`config.mk`:
```
export PLATFORM = sky130hd
export DESIGN_NAME = maze_walker
export DESIGN_NICKNAME = d
export VERILOG_FILES = /design/src/rtl/maze_walker.sv
export SDC_FILE = /design/constraint.sdc
export NUM_CORES = 1
export LEC_CHECK = 0
export CORE_MARGIN = 2
export CORE_UTILIZATION = 54
export DETAILED_ROUTE_END_ITERATION = 7
export PLACE_DENSITY = 0.77
export SYNTH_ARGS = -nofsm -noshare
export SYNTH_HDL_FRONTEND = slang
export SYNTH_SLANG_ARGS = --single-unit
```
`constraint.sdc`:
```
create_clock -name clk -period 3.11 [get_ports clk]
set_clock_uncertainty 0.05 [all_clocks]
set_input_delay 0.311 -clock clk [delete_from_list [all_inputs] [get_ports clk]]
set_output_delay 0.311 -clock clk [all_outputs]
set_load 0.02 [all_outputs]
```
`src/rtl/maze_walker.sv`:
```
// Depth-first maze solver: walks a 2^COORD_W x 2^COORD_W grid from (0,0) to the far corner.
// It queries cells one at a time and keeps the accepted moves on a stack for replay.
// Latency: one state transition per cycle. A cell query is held until mem_valid arrives.
// Backpressure: the replay holds move steady while move_ready is low.
// Optional feature: define MAZE_WALKER_STEP_CNT_EN to add the 16-bit step_count output.
//   clk, rst                  : clock, synchronous active-high reset
//   start                     : begin a solve (accepted only when idle)
//   mem_rd, mem_x, mem_y      : cell query request and address
//   mem_valid, mem_wall       : query answer (wall=1 means blocked)
//   X, Y                      : current position
//   busy, done, fail          : status
//   move_valid, move, move_ready : path replay handshake
//   step_count                : forward + backtrack moves, saturating (optional)
module maze_walker #(
  parameter int COORD_W     = 4,
  parameter int STACK_DEPTH = 16
) (
  input  logic               clk,
  input  logic               rst,
  input  logic               start,
  output logic               mem_rd,
  output logic [COORD_W-1:0] mem_x,
  output logic [COORD_W-1:0] mem_y,
  input  logic               mem_valid,
  input  logic               mem_wall,
  output logic [COORD_W-1:0] X,
  output logic [COORD_W-1:0] Y,
  output logic               busy,
  output logic               done,
  output logic               fail,
  output logic               move_valid,
  output logic [1:0]         move,
  input  logic               move_ready
`ifdef MAZE_WALKER_STEP_CNT_EN
  ,
  output logic [15:0]        step_count
`endif
);

  localparam int SP_W  = $clog2(STACK_DEPTH + 1);
  localparam int IDX_W = $clog2(STACK_DEPTH);
  localparam logic [COORD_W-1:0] CMAX = '1;
  localparam logic [COORD_W-1:0] ONE  = COORD_W'(1);

  typedef enum logic [2:0] {IDLE, PROBE, WAIT, BACK, REPLAY} state_t;

  state_t            state, state_n;
  logic [COORD_W-1:0] x_r, y_r, x_n, y_n;
  logic [2:0]        d_r, d_n;          // candidate direction; 4 means all tried
  logic [SP_W-1:0]   sp_r, sp_n;        // number of entries on the stack
  logic [SP_W-1:0]   rp_r, rp_n;        // replay read pointer
  logic              done_r, done_n, fail_r, fail_n;
  logic              push;
  logic [1:0]        stack [STACK_DEPTH];

  logic [1:0]        dir, top;
  logic [SP_W-1:0]   sp_m1;
  logic              off, skip, full, at_goal;
  logic [COORD_W-1:0] fwd_x, fwd_y, bk_x, bk_y;

  // Neighbour of (x,y) in direction d; only meaningful when the move stays on-grid.
  function automatic logic [2*COORD_W-1:0] next_cell(input logic [COORD_W-1:0] x,
                                                      input logic [COORD_W-1:0] y,
                                                      input logic [1:0] d);
    logic [COORD_W-1:0] nx, ny;
    nx = x;
    ny = y;
    case (d)
      2'd0:    nx = x + ONE;
      2'd1:    ny = y + ONE;
      2'd2:    ny = y - ONE;
      default: nx = x - ONE;
    endcase
    return {nx, ny};
  endfunction

  assign dir   = d_r[1:0];
  assign sp_m1 = sp_r - SP_W'(1);
  assign top   = stack[sp_m1[IDX_W-1:0]];
  assign full  = (sp_r == SP_W'(STACK_DEPTH));

  assign {fwd_x, fwd_y} = next_cell(x_r, y_r, dir);
  // The reverse of a stored direction is its bitwise inverse.
  assign {bk_x, bk_y}   = next_cell(x_r, y_r, ~top);
  assign at_goal        = (fwd_x == CMAX) && (fwd_y == CMAX);

  always_comb begin
    off = 1'b0;
    case (dir)
      2'd0:    off = (x_r == CMAX);
      2'd1:    off = (y_r == CMAX);
      2'd2:    off = (y_r == '0);
      default: off = (x_r == '0);
    endcase
  end

  // Never probe straight back into the cell we just came from.
  assign skip = off || ((sp_r != '0) && (dir == ~top));

  always_comb begin
    state_n = state;
    x_n     = x_r;
    y_n     = y_r;
    d_n     = d_r;
    sp_n    = sp_r;
    rp_n    = rp_r;
    done_n  = done_r;
    fail_n  = fail_r;
    push    = 1'b0;
    case (state)
      IDLE: begin
        if (start) begin
          x_n     = '0;
          y_n     = '0;
          sp_n    = '0;
          rp_n    = '0;
          d_n     = '0;
          done_n  = 1'b0;
          fail_n  = 1'b0;
          state_n = PROBE;
        end
      end
      PROBE: begin
        if (d_r[2])    state_n = BACK;
        else if (skip) d_n = d_r + 3'd1;
        else           state_n = WAIT;
      end
      WAIT: begin
        if (mem_valid) begin
          if (mem_wall) begin
            d_n     = d_r + 3'd1;
            state_n = PROBE;
          end else if (full) begin
            fail_n  = 1'b1;
            state_n = IDLE;
          end else begin
            push    = 1'b1;
            sp_n    = sp_r + SP_W'(1);
            x_n     = fwd_x;
            y_n     = fwd_y;
            d_n     = '0;
            rp_n    = '0;
            state_n = at_goal ? REPLAY : PROBE;
          end
        end
      end
      BACK: begin
        if (sp_r == '0) begin
          fail_n  = 1'b1;
          state_n = IDLE;
        end else begin
          sp_n    = sp_m1;
          x_n     = bk_x;
          y_n     = bk_y;
          d_n     = {1'b0, top} + 3'd1;
          // Popping a direction-3 entry leaves nothing to try here: keep unwinding.
          state_n = (top == 2'd3) ? BACK : PROBE;
        end
      end
      REPLAY: begin
        if (move_ready) begin
          if (rp_r == sp_m1) begin
            done_n  = 1'b1;
            state_n = IDLE;
          end else begin
            rp_n = rp_r + SP_W'(1);
          end
        end
      end
      default: state_n = IDLE;
    endcase
  end

  always_ff @(posedge clk) begin
    if (rst) begin
      state  <= IDLE;
      x_r    <= '0;
      y_r    <= '0;
      d_r    <= '0;
      sp_r   <= '0;
      rp_r   <= '0;
      done_r <= 1'b0;
      fail_r <= 1'b0;
    end else begin
      state  <= state_n;
      x_r    <= x_n;
      y_r    <= y_n;
      d_r    <= d_n;
      sp_r   <= sp_n;
      rp_r   <= rp_n;
      done_r <= done_n;
      fail_r <= fail_n;
    end
  end

  // Stack contents need no reset: sp_r alone defines what is valid.
  always_ff @(posedge clk) begin
    if (push) stack[sp_r[IDX_W-1:0]] <= dir;
  end

  assign mem_rd     = (state == WAIT);
  assign mem_x      = mem_rd ? fwd_x : '0;
  assign mem_y      = mem_rd ? fwd_y : '0;
  assign move_valid = (state == REPLAY);
  assign move       = move_valid ? stack[rp_r[IDX_W-1:0]] : 2'd0;
  assign X          = x_r;
  assign Y          = y_r;
  assign busy       = (state != IDLE);
  assign done       = done_r;
  assign fail       = fail_r;

`ifdef MAZE_WALKER_STEP_CNT_EN
  logic        stepped;
  logic [15:0] step_r;

  assign stepped = ((state == WAIT) && mem_valid && !mem_wall && !full) ||
                   ((state == BACK) && (sp_r != '0));

  always_ff @(posedge clk) begin
    if (rst)                            step_r <= '0;
    else if ((state == IDLE) && start)  step_r <= '0;
    else if (stepped && (step_r != 16'hFFFF)) step_r <= step_r + 16'd1;
  end

  assign step_count = step_r;
`endif

endmodule
```
# --- Word-level counts from Yosys, hierarchy flattened ---
# Memory sizes are Yosys's and may differ from the RTL's. A register that Yosys moved wholly into a read port is not among the register bits.
# Index checks and enable logic that the tools add are counted.
word_totals:
  regBits: 26
  memories: 1
  inputBits: 6
  ramBits: 32
mem_list:
  columns: ["name", "words", "width", "read_ports", "rd_clocked_by_memory_dff", "wr", "line", "source"]
  rows:
  - ["stack", 16, 2, 2, 1, 1, "54", "logic [1:0] stack [STACK_DEPTH];"]
op_classes:
  mux: 68
  n_bitwise: 1
  n_reduce_logical: 26
  eq_ne: 32
  add_sub_neg: 9
ops:
  columns: ["cell", "count"]
  rows:
  - ["$mux 4", 13]
  - ["$mux 5", 10]
  - ["$mux 3", 16]
  - ["$pmux 4 s2", 4]
  - ["$pmux 5 s3", 2]
  - ["$reduce_and 7->1", 4]
  - ["$pmux 4 s3", 2]
  - ["$ne 2x2->1 const B", 9]
  - ["$eq 4x4->1 const B", 4]
  - ["$pmux 3 s5", 1]
  - ["$mux 1", 13]
  - ["$pmux 3 s4", 1]
  - ["$reduce_and 6->1", 2]
  - ["$add 5x1->5 const B", 2]
  - ["$reduce_and 5->1", 2]
  - ["$reduce_bool 3->1", 3]
  - ["$add 4x1->4 const B", 2]
  - ["$logic_not 4->1", 2]
  - ["$ne 2x1->1 const B", 4]
  - ["$sub 4x1->4 const B", 2]
  - ["$eq 2x2->1 const B", 3]
  - ["$eq 3x2->1 const B", 2]
  - ["$mux 2", 3]
  - ["$ne 3x3->1 const B", 2]
  - ["23 further kinds", 28]

# --- Depth between registers and ports, before layout ---
logic_depth:
  ltp_word: 10
  mapped_depth: 14
  mapped_depth_nobuf: 12

# --- Worst setup path before layout ---
# Ideal clock, no wire load.
synth_timing:
  path_type: "register to register"
  from: "register sp_r[1]"
  to: "register y_r[3], in the netlist Y[3]"
  setup_ps: 132
  synth_period_minus_slack_ps: 3413
  t_arrival_ps: 3231
  required_ps: 2928
  slack_ps: -303
  stages_incl_launch_ff: 14
  cell_sequence: "dfxtp_1 -> clkbuf_1 -> inv_1 -> ha_1 -> buf_6 -> mux2i_1 -> mux4_2 -> mux2i_1 -> ha_1 -> nand2_1 -> a211oi_1 -> a21bo_2 -> nand2_1 -> a21oi_1"
synth_between:
  elab_chain_cells: 7
synth_lines:
  columns: ["element", "line", "source"]
  rows:
  - ["start, declared", "50", "logic [SP_W-1:0] sp_r, sp_n;"]
  - ["start signal, assigned", "189", "sp_r <= sp_n;"]
  - ["$sub 5x1->5", "78", "assign sp_m1 = sp_r - SP_W'(1);"]
  - ["$mem_v2 16x2", null, null]
  - ["$not 2->2", "84", "assign {bk_x, bk_y} = next_cell(x_r, y_r, ~top);"]
  - ["$eq 2x2->1 / $eq 2x1->1 (equally long branches)", "68", "case (d)"]
  - ["$pmux 4 s2", "68", null]
  - ["$mux 4", "148", "if (sp_r == '0) begin"]
  - ["$pmux 4 s3", "110", "case (state)"]
  - ["end signal, assigned", "187", "y_r <= y_n;"]
  - ["end, declared", "48", "logic [COORD_W-1:0] x_r, y_r, x_n, y_n;"]
# Parallel ways exist; a longest one is shown, timed or not. The select of a mux whose other input is x is not followed.
# A chain may end at the register's enable or synchronous reset.

==> summary by stage <==
Global route
The total overflow left after global routing is 0. The aggregate global-route resource usage is 27.4%. The number of antenna violations at the first check in global routing is 0. The pin count of the biggest net entering global routing is 24. The number of global-route vias before repair is 3,601. The first-pass GRT wire length is 18,000 µm.

Clock tree
In this run, post-CTS hold repair placed 0 buffers. The clock drives 62 sinks. The number of levels the H-tree was split into is 3. In this run the deepest clock path goes through 2 buffers. Clock-pin slew was measured on the worst setup and hold paths at 0.08 ns. The library cell used as clock root buffer is sky130_fd_sc_hd__clkbuf_8.

TritonCTS built the clock tree. The post-CTS setup buffer count is 0. At the later pin of the worst-skew pair, clock insertion delay measures 0.35 ns.

The number of clock buffers added by TritonCTS is 9.

Setup path
The arrival time at the worst endpoint is 2.60 ns. Setup slack on the worst reg-to-reg path comes out at 0.20 ns. The slowest cell on the critical path is sky130_fd_sc_hd__dfxtp_1.

For this run, the slowest stage of the critical path takes 0.57 ns. The highest net fanout along the worst path is 8. Walking the worst path, the cells encountered are mux4_2, mux4_2, and2_1, clkdlybuf4s50_1. At the worst endpoint, the required time is 2.75 ns. The critical path is of the flip-flop to primary output type. The number of buffer and inverter stages on the critical path is 1.

The worst setup path is launched from a flip-flop. STA classifies the critical path endpoint as a primary output. The top cell family by delay on the critical path is multiplexers. The cell seen most often among critical-path stages is sky130_fd_sc_hd__mux4_2.

Finish
The final standard cell utilization of the core is 63.9%. The total of fill cells in the finished design is 633. After routing the design area is 4890 µm². For this run, the post-layout net count is 495. The total inserted antenna cells is 0.

Compared with the post-synthesis result, the final layout area differs by 16.2%. Of the cells placed in the final design, the portion with a size suffix greater than 1 is 14.7%.

Routing
The number of detailed-routing iterations run before antenna repair is 6. The average wire per standard cell is 19.0 µm. After detailed routing, the number of vias per cell comes to 6.27.

The number of vias in the routed layout is 3,625. The final layout contains routed wiring with a total length of 11,000 µm. The violation count after the first detailed-route iteration is 349. The number of remaining DRC errors is 0. The number of antenna-violating nets in the routed design is 0.

Yosys
After synthesis, the cell types taking the most area are sky130_fd_sc_hd__edfxtp_1, sky130_fd_sc_hd__dfxtp_1, sky130_fd_sc_hd__mux4_2. Counting instances in the post-synthesis netlist gives the leading cell types as sky130_fd_sc_hd__nor2_1, sky130_fd_sc_hd__a21oi_1, sky130_fd_sc_hd__edfxtp_1, sky130_fd_sc_hd__dfxtp_1, sky130_fd_sc_hd__nand2_1. The number of enable flip-flop cells after synthesis is 32.

Synthesis instantiated 64 different standard cells from the library. The synthesized design contains 62 register bits. The synthesized instance count is 439. The number of synthesis warnings is 0. In this run the cell area of the synthesized design comes to 4210 µm². The library cell with the largest summed area after synthesis is sky130_fd_sc_hd__edfxtp_1. Of all flip-flops after synthesis, the portion carrying an async set or reset was 0%. The synthesized area divided by synthesized cell count is 9.58 µm². Among all flip-flop cells after synthesis, the most frequent one is sky130_fd_sc_hd__edfxtp_1. Counting every net in the synthesized netlist gives 463.

Of the synthesized area, sequential elements account for 37.1%. The most instantiated library cell after synthesis is sky130_fd_sc_hd__nor2_1. The proportion of netlist area held by the largest area contributor is 22.8%.

Power and ir drop
The peak supply drop is 0.393 mV. Registers are responsible for 33.0% of the overall power. The share of total power dissipated in the clock network is 25.3%. The combinational group share of total power is 41.7%. In this run the power density over the cells is 600 nW/µm². The switching part of the total is 38.7%. Summed over all nets, the switching power comes to 0.00113 W. Internal power comes to 0.00180 W.

The leakage component of the power is 1.70 nW.

Floorplan
In this run the vertical extent of the chip is 92.3 µm. The core footprint is 7650 µm². Once the floorplan was initialized, standard cells occupied 55.0% of the core. The area of the die is 8510 µm². The boundary pin count is 29. The width of the die is 92.3 µm.

The floorplan has 32 rows.

STA
The slew at the pin with the worst max-slew slack is 0.684 ns. The post-layout minimum cycle time is 2.97 ns. Of the available clock period, the critical path in the final layout requires 95.4%. The hold violation total from the final report was 0. The peak clock frequency supported by timing is 0.337 GHz. Setup repair after global routing left no endpoint under its margin.

The number of max-slew violations in the final report was 0. Setup total negative slack on the finished layout was measured at 0 ns. In this run the tightest slew margin relative to its limit is 54.3%. Setup violations remaining at the end of the flow were counted as 0.

Run
The max-capacitance violation count is 0.

Place
The estimated wirelength of the detail-placed design is 8010 µm. The placer's final routability congestion estimate is 0.937. The placed instances occupy a cell area of 4640 µm².

The port buffer count is 28.

Outcome
The flow ran to the end, and the final reports show no timing, DRC or antenna violations.

Worst hold path
In this run the worst hold path is classified as flip-flop to flip-flop.
-- stage by stage --
stage / worst slack (ns) / hold slack, ns / power [W] / std cells
floorplan: 0.00657 / 0.358 / 0.00184 / 439
global placement: 0.0696 / 0.437 / 0.00214 / 562
detailed placement: -0.0844 / 0.466 / 0.00216 / 562
CTS: 0.0495 / 0.479 / 0.00290 / 578
global route: 0.00426 / 0.498 / 0.00309 / 578
finish: 0.144 / 0.475 / 0.00293 / 578
-- metal layers --
layer	track usage (%)	wire length, µm
met3	5.01	958
met4	9.70	187
met2	44.9	5220
met1	36.7	4620
met5	0	0
-- area by class of cell --
type	instances	area (µm²)	area share, %
Clock buffer	9	124	2.54
Tap cell	102	128	2.61
Inverter	21	78.8	1.61
Multi-Input combinational cell	330	2490	51.0
Sequential cell	62	1560	32.0
Clock inverter	7	81.3	1.66
Timing Repair Buffer	47	423	8.66
-- state kept, by name (all words and copies together) (netlist names), named ones only --
signal / flops
rp_r: 5
state: 3
sp_r: 5
stack: 32
X: 4
done: 1
Y: 4
d_r: 3
fail: 1
-- cell usage in the layout, fill, tap and decap left out, types with 5 or more instances in the layout --
cell and n:
sky130_fd_sc_hd__clkbuf_8 9, sky130_fd_sc_hd__inv_1 21, sky130_fd_sc_hd__nor3_1 22, sky130_fd_sc_hd__nand2b_1 5, sky130_fd_sc_hd__a211oi_1 6, sky130_fd_sc_hd__dfxtp_1 30, sky130_fd_sc_hd__and3_1 5, sky130_fd_sc_hd__ha_1 15
sky130_fd_sc_hd__o211ai_1 5, sky130_fd_sc_hd__nor2_1 52, sky130_fd_sc_hd__o21ai_0 16, sky130_fd_sc_hd__or3_1 5, sky130_fd_sc_hd__edfxtp_1 32, sky130_fd_sc_hd__mux2i_1 15, sky130_fd_sc_hd__nand3_1 8, sky130_fd_sc_hd__buf_4 19
sky130_fd_sc_hd__and2_1 7, sky130_fd_sc_hd__nand2_1 24, sky130_fd_sc_hd__mux4_2 17, sky130_fd_sc_hd__nor2b_1 5, sky130_fd_sc_hd__xnor2_1 5, sky130_fd_sc_hd__a21oi_1 41, sky130_fd_sc_hd__clkdlybuf4s50_1 28
-- power groups by stage --
stage	clock [W]	sequential, W	combinational [W]
floorplan	0	0.000999	0.000836
global placement	0	0.000980	0.00116
detailed placement	0	0.000982	0.00118
CTS	0.000747	0.000964	0.00119
global route	0.000792	0.000975	0.00133
finish	0.000742	0.000968	0.00122
-- cells by family after synthesis --
family	synth area share (%)
compound gates	17.3
xor+xnor	2.94
fa+ha+maj	5.35
buf+inv	5.00
flops	37.1
mux	12.9
simple gates	19.3
-- worst min-delay path, cell delays in order (launching register included) --
cell and delay (ns):
sky130_fd_sc_hd__dfxtp_1 0.32, sky130_fd_sc_hd__a21oi_1 0.11, sky130_fd_sc_hd__a211oi_1 0.05
-- worst paths after layout --
kind / from / end / cells past startpoint
setup / recovery: flip-flop / move[0] / 4
hold / removal: done / done / 2
setup reg to reg: sp_r[0] / Y[1] / 12
hold reg to reg: done / done / 2
-- timing repair --
action	in CTS	in global routing
resized for setup	2	5
pin swaps	0	0
setup endpoints to repair	8	11
No activity file was read; power rests on OpenSTA's default activity.
